===== src/rtl/lv_wdg_scan_rsp.sv =====
// Register-bank responder for the LV watchdog scan: arbitrates against SPI, reads the bank, returns
// data plus CRC8. Optional macro LV_WDG_SCAN_CRC_INJ_EN adds a CRC bit-0 error injection input.
module lv_wdg_scan_rsp #(
   parameter int unsigned REG_AW    = 7,
   parameter int unsigned REG_DW    = 8,
   parameter int unsigned REG_CRC_W = 8,
   parameter int unsigned RD_LAT    = 1,
   parameter int unsigned WAIT_MAX  = 16
) (
   input  logic                 i_clk,
   input  logic                 i_rst,
   input  logic                 i_wdg_scan_reg_rd_req,
   input  logic [REG_AW-1:0]    i_wdg_scan_reg_addr,
   output logic                 o_reg_wdg_scan_ack,
   output logic [REG_DW-1:0]    o_reg_wdg_scan_data,
   output logic [REG_CRC_W-1:0] o_reg_wdg_scan_crc,
   input  logic                 i_spi_reg_busy,
   output logic                 o_rb_rd_en,
   output logic [REG_AW-1:0]    o_rb_rd_addr,
   input  logic [REG_DW-1:0]    i_rb_rd_data,
`ifdef LV_WDG_SCAN_CRC_INJ_EN
   input  logic                 i_scan_crc_inj,
`endif
   output logic                 o_scan_bus_starve
);

   localparam int unsigned MSG_W  = 1 + REG_AW + REG_DW;
   localparam int unsigned LAT_W  = $clog2(RD_LAT + 1);
   localparam int unsigned WAIT_W = $clog2(WAIT_MAX);

   localparam logic [LAT_W-1:0]     LatLast = LAT_W'(RD_LAT);
   localparam logic [WAIT_W-1:0]    WaitTop = WAIT_W'(WAIT_MAX - 1);
   localparam logic [WAIT_W-1:0]    WaitPre = WAIT_W'(WAIT_MAX - 2);
   localparam logic [REG_CRC_W-1:0] CrcPoly = REG_CRC_W'(8'h07);

   typedef enum logic [2:0] {
      StIdle,
      StWaitBus,
      StRead,
      StResp,
      StHold
   } state_e;

   state_e                 state_q, state_d;
   logic [LAT_W-1:0]       lat_cnt_q, lat_cnt_d;
   logic [WAIT_W-1:0]      wait_cnt_q, wait_cnt_d;
   logic                   abort_q, abort_d;
   logic [REG_AW-1:0]      addr_q, addr_d;
   logic                   rd_en_q, rd_en_d;
   logic                   ack_q, ack_d;
   logic [REG_DW-1:0]      data_q, data_d;
   logic [REG_CRC_W-1:0]   crc_q, crc_d;
   logic                   starve_q, starve_d;
   logic                   crc_inj;

`ifdef LV_WDG_SCAN_CRC_INJ_EN
   assign crc_inj = i_scan_crc_inj;
`else
   assign crc_inj = 1'b0;
`endif

   // MSB-first CRC8, poly x^8+x^2+x+1, zero init, over the {1, addr, data} message.
   function automatic logic [REG_CRC_W-1:0] crc16to8_parallel(input logic [MSG_W-1:0] msg);
      logic [REG_CRC_W-1:0] crc;
      crc = '0;
      for (int i = MSG_W - 1; i >= 0; i--) begin
         if (crc[REG_CRC_W-1] ^ msg[i]) begin
            crc = (crc << 1) ^ CrcPoly;
         end else begin
            crc = crc << 1;
         end
      end
      return crc;
   endfunction

   always_comb begin
      state_d    = state_q;
      lat_cnt_d  = lat_cnt_q;
      wait_cnt_d = wait_cnt_q;
      abort_d    = abort_q;
      addr_d     = addr_q;
      data_d     = data_q;
      crc_d      = crc_q;
      rd_en_d    = 1'b0;
      ack_d      = 1'b0;
      starve_d   = 1'b0;

      unique case (state_q)
         StIdle: begin
            if (i_wdg_scan_reg_rd_req) begin
               if (!i_spi_reg_busy) begin
                  state_d   = StRead;
                  addr_d    = i_wdg_scan_reg_addr;
                  rd_en_d   = 1'b1;
                  lat_cnt_d = '0;
                  abort_d   = 1'b0;
               end else begin
                  state_d    = StWaitBus;
                  wait_cnt_d = '0;
               end
            end
         end

         StWaitBus: begin
            if (!i_wdg_scan_reg_rd_req) begin
               state_d    = StIdle;
               wait_cnt_d = '0;
            end else if (!i_spi_reg_busy) begin
               state_d    = StRead;
               addr_d     = i_wdg_scan_reg_addr;
               rd_en_d    = 1'b1;
               lat_cnt_d  = '0;
               abort_d    = 1'b0;
               wait_cnt_d = '0;
            end else if (wait_cnt_q != WaitTop) begin
               // Pulse lands in the cycle the counter reaches its top value; it then saturates.
               wait_cnt_d = wait_cnt_q + WAIT_W'(1);
               starve_d   = (wait_cnt_q == WaitPre);
            end
         end

         StRead: begin
            // Bank port stays with the scan until the read completes, even if SPI asserts busy.
            if (!i_wdg_scan_reg_rd_req) begin
               abort_d = 1'b1;
            end
            if (lat_cnt_q == LatLast) begin
               lat_cnt_d = '0;
               if (abort_q || !i_wdg_scan_reg_rd_req) begin
                  state_d = StIdle;
               end else begin
                  state_d = StResp;
                  ack_d   = 1'b1;
                  data_d  = i_rb_rd_data;
                  // Injection is sampled on the edge that enters StResp so the CRC stays registered.
                  crc_d   = crc16to8_parallel({1'b1, addr_q, i_rb_rd_data})
                            ^ {{(REG_CRC_W-1){1'b0}}, crc_inj};
               end
            end else begin
               lat_cnt_d = lat_cnt_q + LAT_W'(1);
            end
         end

         StResp: begin
            state_d = i_wdg_scan_reg_rd_req ? StHold : StIdle;
         end

         StHold: begin
            if (!i_wdg_scan_reg_rd_req) begin
               state_d = StIdle;
            end
         end

         default: begin
            state_d = StIdle;
         end
      endcase
   end

   always_ff @(posedge i_clk) begin
      if (i_rst) begin
         state_q    <= StIdle;
         lat_cnt_q  <= '0;
         wait_cnt_q <= '0;
         abort_q    <= 1'b0;
         addr_q     <= '0;
         rd_en_q    <= 1'b0;
         ack_q      <= 1'b0;
         data_q     <= '0;
         crc_q      <= '0;
         starve_q   <= 1'b0;
      end else begin
         state_q    <= state_d;
         lat_cnt_q  <= lat_cnt_d;
         wait_cnt_q <= wait_cnt_d;
         abort_q    <= abort_d;
         addr_q     <= addr_d;
         rd_en_q    <= rd_en_d;
         ack_q      <= ack_d;
         data_q     <= data_d;
         crc_q      <= crc_d;
         starve_q   <= starve_d;
      end
   end

   assign o_reg_wdg_scan_ack  = ack_q;
   assign o_reg_wdg_scan_data = data_q;
   assign o_reg_wdg_scan_crc  = crc_q;
   assign o_rb_rd_en          = rd_en_q;
   assign o_rb_rd_addr        = addr_q;
   assign o_scan_bus_starve   = starve_q;

endmodule


===== config.mk =====
export PLATFORM = sky130hd
export DESIGN_NAME = lv_wdg_scan_rsp
export DESIGN_NICKNAME = d
export VERILOG_FILES = /design/src/rtl/lv_wdg_scan_rsp.sv
export SDC_FILE = /design/constraint.sdc
export NUM_CORES = 1
export LEC_CHECK = 0
export ABC_CLOCK_PERIOD_IN_PS = 1750
export CAP_MARGIN = 40
export CORE_MARGIN = 10
export CORE_UTILIZATION = 48
export DETAILED_ROUTE_END_ITERATION = 8
export MAX_ROUTING_LAYER = met4
export PLACE_DENSITY_LB_ADDON = 0.15
export SETUP_SLACK_MARGIN = 0.15
export SLEW_MARGIN = 10
export SYNTH_ARGS = -nofsm -noshare
export SYNTH_HDL_FRONTEND = slang
export SYNTH_SLANG_ARGS = --single-unit

===== constraint.sdc =====
create_clock -name i_clk -period 1.75 [get_ports i_clk]
set_input_delay 0.4375 -clock i_clk [delete_from_list [all_inputs] [get_ports i_clk]]
set_output_delay 0.4375 -clock i_clk [all_outputs]
set_load 0.03 [all_outputs]

==> run_summary.xml <==
<?xml version="1.0" encoding="UTF-8"?>
<metrics>
  <group name="placed_design">
    <metric name="placedInstanceArea" unit="µm²">2410</metric>
    <metric name="post-dp-hpwl" unit="µm">3650</metric>
    <metric name="post-place-ws" unit="ns">-0.391</metric>
    <metric name="buffer_ports.inserted" unit="">44</metric>
    <metric name="gp_routability_congestion" unit="">0.884</metric>
  </group>
  <group name="timing">
    <metric name="max_freq" unit="MHz">631</metric>
    <metric name="timing.final.max_slew_violations" unit="">0</metric>
    <metric name="finalClockSkew" unit="ns">0.00720</metric>
    <metric name="fin_crit_sh" unit="%">90.5</metric>
    <metric name="finalWorstPathRequiredPeriod" unit="ns">1.58</metric>
    <metric name="count_of_endpoints_failing_setup_in_the_final_report" unit="">0</metric>
    <metric name="worst_path_setup_slack_after_routing" unit="ns">0.166</metric>
    <metric name="rsz0062_at_grt" unit="">yes</metric>
    <metric name="final-hold-violation-count" unit="">0</metric>
    <metric name="worst_slew_margin_rel" unit="%">68.7</metric>
    <metric name="worst-slew-pin-transition" unit="ns">0.468</metric>
  </group>
  <group name="floorplanning">
    <metric name="core_area" unit="µm²">3440</metric>
    <metric name="die_width" unit="µm">80.6</metric>
    <metric name="fp.dieArea" unit="µm²">6500</metric>
    <metric name="io_pins" unit="">45</metric>
    <metric name="initial_core_utilization" unit="%">51.3</metric>
    <metric name="die_y" unit="µm">80.6</metric>
    <metric name="row_count" unit="">21</metric>
  </group>
  <group name="power">
    <metric name="net-switching-power" unit="µW">655</metric>
    <metric name="total_design_power" unit="µW">2240</metric>
    <metric name="worst_ir_drop_vdd" unit="V">0.000441</metric>
    <metric name="power_density" unit="nW/µm²">881</metric>
    <metric name="power_report.internal_total" unit="µW">1580</metric>
    <metric name="power.clock.fraction" unit="%">28.5</metric>
    <metric name="sequentialPowerShare" unit="%">40.3</metric>
    <metric name="share_comb_of_total_power" unit="%">31.2</metric>
    <metric name="switching_share" unit="%">29.3</metric>
    <metric name="static_leakage" unit="µW">0.00113</metric>
  </group>
  <group name="global_routing">
    <metric name="first_pass_grt_wire_length" unit="µm">7580</metric>
    <metric name="grt_antenna_before_repair" unit="">0</metric>
    <metric name="number_of_global_route_vias_before_repair" unit="">1656</metric>
    <metric name="global_route.peak_usage_layer" unit="">met2</metric>
    <metric name="gr-usage-all-layers" unit="%">15.3</metric>
    <metric name="use_met3" unit="%">4.01</metric>
    <metric name="grt_max_degree" unit="">15</metric>
    <metric name="gr-total-overflow" unit="">0</metric>
    <metric name="use_met2" unit="%">27.9</metric>
    <metric name="grt_util_met1" unit="%">14.3</metric>
  </group>
  <group name="cts">
    <metric name="worst_skew_pair.late_latency" unit="ns">0.29</metric>
    <metric name="cts_tree" unit="">yes</metric>
    <metric name="cts_h_tree_depth" unit="">2</metric>
    <metric name="cts_num_sinks" unit="">35</metric>
    <metric name="cts_max_path_buffers" unit="">2</metric>
    <metric name="ctsHoldBuffers" unit="">0</metric>
    <metric name="clock-root-buffer" unit="">sky130_fd_sc_hd__clkbuf_8</metric>
    <metric name="clkTransAtPathRegs" unit="ns">0.07</metric>
    <metric name="cts_buffers" unit="">5</metric>
  </group>
  <group name="critical_path">
    <metric name="timing.critical_path.from_type" unit="">register</metric>
    <metric name="cp_cell_sequence" unit="">buf_4, xnor2_1, xnor3_4, xnor2_2, a21o_1</metric>
    <metric name="path_max_fanout" unit="">4</metric>
    <metric name="worst-endpoint-arrival" unit="ns">1.77</metric>
    <metric name="cp_slowest_stage_delay" unit="ns">0.45</metric>
    <metric name="slowest_stage" unit="">sky130_fd_sc_hd__xnor3_4</metric>
    <metric name="depth_of_the_most_critical_reg_to_reg_path" unit="">5</metric>
    <metric name="worst_setup_path_end_kind" unit="">register</metric>
    <metric name="path_class" unit="">register to register</metric>
    <metric name="cp.required" unit="ns">1.94</metric>
  </group>
  <group name="final_layout">
    <metric name="fin_nets" unit="">287</metric>
    <metric name="layout.cells.most_common" unit="">sky130_fd_sc_hd__nand2_1</metric>
    <metric name="antenna-diode-count" unit="">0</metric>
    <metric name="synth_to_layout_area_growth" unit="%">44.0</metric>
    <metric name="num-fill-cells" unit="">272</metric>
    <metric name="layout.cells.most_common_list" unit="">sky130_fd_sc_hd__nand2_1, sky130_fd_sc_hd__dfxtp_1, sky130_fd_sc_hd__dlygate4sd2_1, sky130_fd_sc_hd__buf_4, sky130_fd_sc_hd__a21oi_1</metric>
    <metric name="layout.cell_area.non_filler" unit="µm²">2540</metric>
    <metric name="drive_gt1_share" unit="%">21.3</metric>
  </group>
  <group name="routing">
    <metric name="routed-via-count" unit="">1609</metric>
    <metric name="drtPass1Iterations" unit="">4</metric>
    <metric name="via_density" unit="">5.14</metric>
    <metric name="drc" unit="">0</metric>
    <metric name="post_drt_wl_per_cell" unit="µm">14.5</metric>
    <metric name="postRouteWirelength" unit="µm">4540</metric>
    <metric name="drtIter0Drc" unit="">73</metric>
    <metric name="antenna_violating_nets_remaining" unit="">0</metric>
  </group>
  <group name="min_path">
    <metric name="min_delay_path_depth" unit="">2</metric>
    <metric name="min-delay-path-class" unit="">register to register</metric>
  </group>
  <group name="synthesis">
    <metric name="number_of_register_bits_inferred_by_synthesis" unit="">35</metric>
    <metric name="warnings_from_yosys" unit="">0</metric>
    <metric name="postSynthAreaPerCell" unit="µm²">8.96</metric>
    <metric name="syn_area" unit="µm²">1760</metric>
    <metric name="synth_seq_area_share" unit="%">39.7</metric>
    <metric name="postSynthNetCount" unit="">218</metric>
    <metric name="synth_cell_types" unit="">38</metric>
    <metric name="synthCells" unit="">197</metric>
  </group>
  <group name="job">
    <metric name="drv_cap" unit="">0</metric>
  </group>
  <group name="status">
    <metric name="run_status" unit="">completed</metric>
  </group>
</metrics>
==> cells in the mapped netlist <==
cell type / n / area (µm²)
sky130_fd_sc_hd__nand2_1: 36 / 135
sky130_fd_sc_hd__dfxtp_1: 35 / 701
sky130_fd_sc_hd__a21oi_1: 24 / 120
sky130_fd_sc_hd__xnor2_1: 16 / 140
sky130_fd_sc_hd__nor2_1: 14 / 52.6
sky130_fd_sc_hd__clkbuf_1: 6 / 22.5
sky130_fd_sc_hd__or3_1: 6 / 37.5
sky130_fd_sc_hd__a211oi_1: 5 / 37.5
sky130_fd_sc_hd__inv_1: 4 / 15.0
sky130_fd_sc_hd__nand3_1: 4 / 20.0
sky130_fd_sc_hd__o21ai_0: 4 / 20.0
sky130_fd_sc_hd__buf_2: 3 / 15.0
sky130_fd_sc_hd__nor2b_1: 3 / 18.8
sky130_fd_sc_hd__nor3_1: 3 / 15.0
sky130_fd_sc_hd__nor3b_1: 3 / 22.5
sky130_fd_sc_hd__xnor3_1: 3 / 67.6
sky130_fd_sc_hd__xor2_1: 3 / 26.3
sky130_fd_sc_hd__a21o_1: 2 / 15.0
sky130_fd_sc_hd__and3_1: 2 / 12.5
sky130_fd_sc_hd__ha_1: 2 / 25.0
sky130_fd_sc_hd__xnor3_4: 2 / 52.6
sky130_fd_sc_hd__a311oi_2: 1 / 15.0
sky130_fd_sc_hd__a31o_2: 1 / 8.76
sky130_fd_sc_hd__a31oi_1: 1 / 6.26
sky130_fd_sc_hd__buf_4: 1 / 7.51
sky130_fd_sc_hd__buf_6: 1 / 11.3
sky130_fd_sc_hd__clkbuf_2: 1 / 5.00
sky130_fd_sc_hd__mux2_2: 1 / 11.3
sky130_fd_sc_hd__nand2b_1: 1 / 6.26
sky130_fd_sc_hd__nand4_1: 1 / 6.26
sky130_fd_sc_hd__o2111ai_1: 1 / 8.76
sky130_fd_sc_hd__o211ai_1: 1 / 7.51
sky130_fd_sc_hd__o21a_1: 1 / 7.51
sky130_fd_sc_hd__o221ai_1: 1 / 8.76
sky130_fd_sc_hd__or2_0: 1 / 6.26
sky130_fd_sc_hd__xnor2_4: 1 / 27.5
sky130_fd_sc_hd__xnor3_2: 1 / 23.8
sky130_fd_sc_hd__xor3_2: 1 / 25.0
==> path summary, 6_finish.rpt <==
check                          from                      to  slack, ns
min          o_reg_wdg_scan_data[1]  o_reg_wdg_scan_data[1]       0.46
min reg2reg  o_reg_wdg_scan_data[1]  o_reg_wdg_scan_data[1]       0.46
max reg2reg         o_rb_rd_addr[1]   o_reg_wdg_scan_crc[2]       0.17
max                 o_rb_rd_addr[1]   o_reg_wdg_scan_crc[2]       0.17
==> critical path: cells and delay by family (launching register included) <==
kind | cells | cell delay, ns
buf+inv | 1 | 0.16
compound gates | 1 | 0.15
flops | 1 | 0.35
xor+xnor | 3 | 0.82
==> layout make-up <==
type	instances	area [µm²]	area share (%)
multi-input cells	146	1020	40.2
flip-flops and latches	35	709	27.9
repair buffers	74	637	25.1
clock buffers	8	100	3.94
well taps	46	57.6	2.27
inverters	4	15.0	0.591
==> flip-flops by register name (all words and copies together), names as in the netlist <==
register	cells
o_reg_wdg_scan_crc	8
o_reg_wdg_scan_data	8
o_rb_rd_addr	7
wait_cnt_q	4
state_q	3
abort_q	1
lat_cnt_q	1
o_rb_rd_en	1
o_reg_wdg_scan_ack	1
o_scan_bus_starve	1
==> cells by family (layout without fill, tap and decap cells) <==
| group | Yosys count | count (layout) | share of synthesized area (%) |
|---|---|---|---|
| AND/OR/NAND/NOR | 74 | 74 | 18.9 |
| flip-flops | 35 | 35 | 39.7 |
| AO/OA/AOI/OAI | 42 | 42 | 14.5 |
| XOR/XNOR | 27 | 27 | 20.6 |
| adder cells (fa/ha/maj) | 2 | 2 | 1.42 |
| buffers and inverters | 16 | 86 | 4.33 |
| multiplexers | 1 | 1 | 0.638 |
==> through the flow <==
step                TNS [ns]  instances  util (%)  hold slack (ns)
floorplan                  0        197         -            0.443
global placement       -4.92        302      70.0            0.440
detailed placement     -6.05        302      70.0            0.451
CTS                        0        313      73.2            0.464
global route               0        313      73.8            0.478
finish                     0        313      73.8            0.463
==> metal layers <==
metal	routed length, µm	part of all wire (%)
met5	0	0
met4	80	1.8
met2	2530	56
met3	291	6.4
met1	1640	36
==> repair_timing <==
action,4_1_cts,5_1_grt
setup endpoints to repair,47,8
gates resized for setup,42,7
endpoints found under the hold margin,0,0
pin swaps,10,6
setup buffers,3,0
==> power by group through the flow <==
stage	Combinational [µW]	Sequential, µW	Clock (µW)
after floorplan	431	938	0
after global placement	657	914	0
after detailed placement	677	919	0
after CTS	694	899	652
after global routing	765	909	683
final	698	901	638
Note: power is estimated with default switching activity, not from simulation.
==> RTL change, RTL diff (same flow settings) <==
Reset style: asynchronous (`i_rst`), changed in one clocked block.
--- a/src/rtl/lv_wdg_scan_rsp.sv
+++ b/src/rtl/lv_wdg_scan_rsp.sv
@@ -158,5 +158,5 @@
    end
 
-   always_ff @(posedge i_clk) begin
+   always_ff @(posedge i_clk or posedge i_rst) begin
       if (i_rst) begin
          state_q    <= StIdle;
Function: differs if i_rst is asserted again (counterexample within 4 cycles, from zero or initial values and one cycle with i_rst high); with i_rst held inactive, the same outputs for 10 cycles.
==> RTL change against the original RTL <==
  * Critical path depth decreased by 1
  * Highest routed layer unchanged
  * Critical endpoint is now o_reg_wdg_scan_data[2]$_DFFE_PP0P_
  * Sequential cell count unchanged
  * Die area shrank 0.43%
  * Setup slack better by 0.015 ns
  * First-iteration DRC count down 30%
  * Global-route usage decreased by 1.6 points
  * Fmax is 0.97% higher
  * Cell area rose by 3.1%
  * Synthesized area decreased by 0.57%
  * Wire length down 7.5%
  * Clock skew increased by 0.0010 ns
Power is not compared: it rests on default switching activity, and its combinational part moved more than twofold at a synthesized area within 25%.
==> RTL change: results (changes against the original RTL) <==
Finish
  – Fill cells: 240 (-12%)
  – # diodes: 0 (unchanged)
  – Fin nets: 233 (-19%)
  – Share of cells above drive strength 1: 0.3474 (+0.1339)

Clock tree
  – Clock Root Buffer: clkbuf_8
  – Clk pin slew, worst setup/hold paths: 0.07 ns (about the same)
  – H-tree Lvls: 2 (unchanged)
  – CTS buffer count: 5 (unchanged)
  – Later-pin clock latency in the skew report: 0.29 ns (about the same)
  – Maximum clock insertion buffer count: 2 (unchanged)

Yosys
  – Cell with the most instances after synthesis: dfrtp_1
  – Synth cell types: 33 (-13%)
  – Ranking of synthesized cells by area: dfrtp_1, xnor2_1, mux2_2
  – Post-Synthesis Net Count: 157 (-28%)
  – Yosys warning count: 0 (unchanged)
  – Ys async rst share: 1.000 (+1.000)
  – Top FF cell, synth: dfrtp_1
  – Seq/Total Area, Yosys: 0.4993 (+0.1021)
  – Synthesized instance count: 136 (-31%)
  – Top post-synthesis cells by count: dfrtp_1, xnor2_1, mux2_2

Placement
  – Placer Congestion: 0.7520 (-15%)
  – Area after DPL: 2367 um^2 (-1.8%)
  – Number of port buffers: 44 (unchanged)
  – Placed cell count: 241 (-20%)
  – DPL Wire Length: 2.998 mm (-18%)

Routing
  – Detailed Routing Iterations Pass 1: 4 (unchanged)
  – DR vias: 1297 (-19%)
  – Via density: 5.008 (-2.6%)
  – DR iter-0 viols: 51 (-30%)
  – DRT Wirelength: 4.201 mm (-7.5%)

Setup path
  – Setup crit start: state_q[2]$_DFFE_PP0P_
  – Maximum net fanout on the critical path: 8 (+4)
  – Arrival @ worst endpoint: 1.74 ns (-0.03 ns)

Min path
  – HP Class: in2reg
  – Hold Startpoint: i_rb_rd_data[2]

Global routing
  – GRT Overall Usage: 0.1374 (-0.01563)
  – Initial antenna violation count: 0 (unchanged)
  – Vias in the first global route: 1434 (-13%)
  – Pin count of the biggest net entering global routing: 36 (+21)
  – First-pass GRT wire length: 6.762 mm (-11%)

Pwr
  – Leak: 0.001264 uW
  – VDD IR-drop max: 1.283 mV

Die
  – Die Wd: 80.45 um (-0.22%)

STA
  – Clock Skew: 0.008190 ns (+0.0009950 ns)
  – Slew Limit Headroom: 0.6980 (+0.01135)

Outcome
  – Status: completed
RTL change: cell types whose count changed after synthesis, sizes merged, moves of 7 or more:
| cell | before | now |
|---|---|---|
| a21oi | 24 | 9 |
| dfrtp | 0 | 35 |
| dfxtp | 35 | 0 |
| mux2 | 1 | 19 |
| nand2 | 36 | 4 |
| nor2 | 14 | 7 |
RTL change: logic make-up (layout without fill, tap and decap cells):
| family | Yosys count | in the layout | share of synthesized area |
|---|---|---|---|
| buffers and inverters | 8 | 85 | 0.02852 |
| multiplexers | 19 | 19 | 0.1369 |
| AND/OR/NAND/NOR | 25 | 25 | 0.08275 |
| AO/OA/AOI/OAI | 19 | 19 | 0.06205 |
| XOR/XNOR | 28 | 28 | 0.1762 |
| adder cells (fa/ha/maj) | 2 | 2 | 0.01426 |
| flip-flops | 35 | 35 | 0.4993 |
RTL change: worst max-delay path, cell delays in order, from the launching register on:
cell and delay, ns:
dfrtp_1 0.38, or3b_4 0.41, nor3_4 0.16, buf_6 0.19, mux2_4 0.31
RTL change: metal layers:
metal	global-route usage	vias up	part of all wire
met1	0.1482	632	0.42
met4	0.04577	0	0.011
met2	0.2221	39	0.50
met5	-	-	0
li1	-	620	-
met3	0.05902	6	0.067
RTL change: timing repair:
item                                    CTS  global route
hold buffers                              0             0
endpoints found under the setup margin   50            30
cloned                                    0             2
gates resized for setup                  36            23
hold endpoints to repair                  0             0
pin swaps                                 8             7
buffers inserted                          5             3
RTL change: worst paths after layout:
check,slack (ns),end,cells past startpoint
setup / recovery,0.18,o_reg_wdg_scan_data[2]$_DFFE_PP0P_,4
hold / removal,0.48,o_reg_wdg_scan_data[2]$_DFFE_PP0P_,2
setup reg to reg,0.18,o_reg_wdg_scan_data[2]$_DFFE_PP0P_,4
hold reg to reg,0.51,o_reg_wdg_scan_data[3]$_DFFE_PP0P_,1
max in group asynchronous,0.87,o_rb_rd_addr[6]$_DFFE_PP0P_,3
min in group asynchronous,0.55,state_q[0]$_DFFE_PP0P_,3
RTL change: per-stage QoR:
| stage | worst slack (ns) | total power (uW) |
|---|---|---|
| finish | 0.1816 | 5310 |
| global placement | -0.3348 | 4337 |
| floorplan | 0.05749 | 3418 |
| global route | 0.09951 | 5623 |
| CTS | 0.1149 | 5157 |
| detailed placement | -0.3776 | 4413 |
RTL change: layout make-up:
class / instances / area [um^2] / area share
sequential: 35 / 877.1 / 0.3351
timing repair buffer: 73 / 654.4 / 0.2500
inverter: 4 / 15.01 / 0.005736
clock inverter: 2 / 35.03 / 0.01338
clock buffer: 6 / 82.58 / 0.03155
multi-input combinational: 93 / 895.9 / 0.3423
tap: 46 / 57.56 / 0.02199
RTL change: where the power goes:
part	leakage (uW)	internal, uW	switching (uW)
registers	0.000437	1130	252
clock network	0.0000612	461	286
logic	0.000766	1610	1560
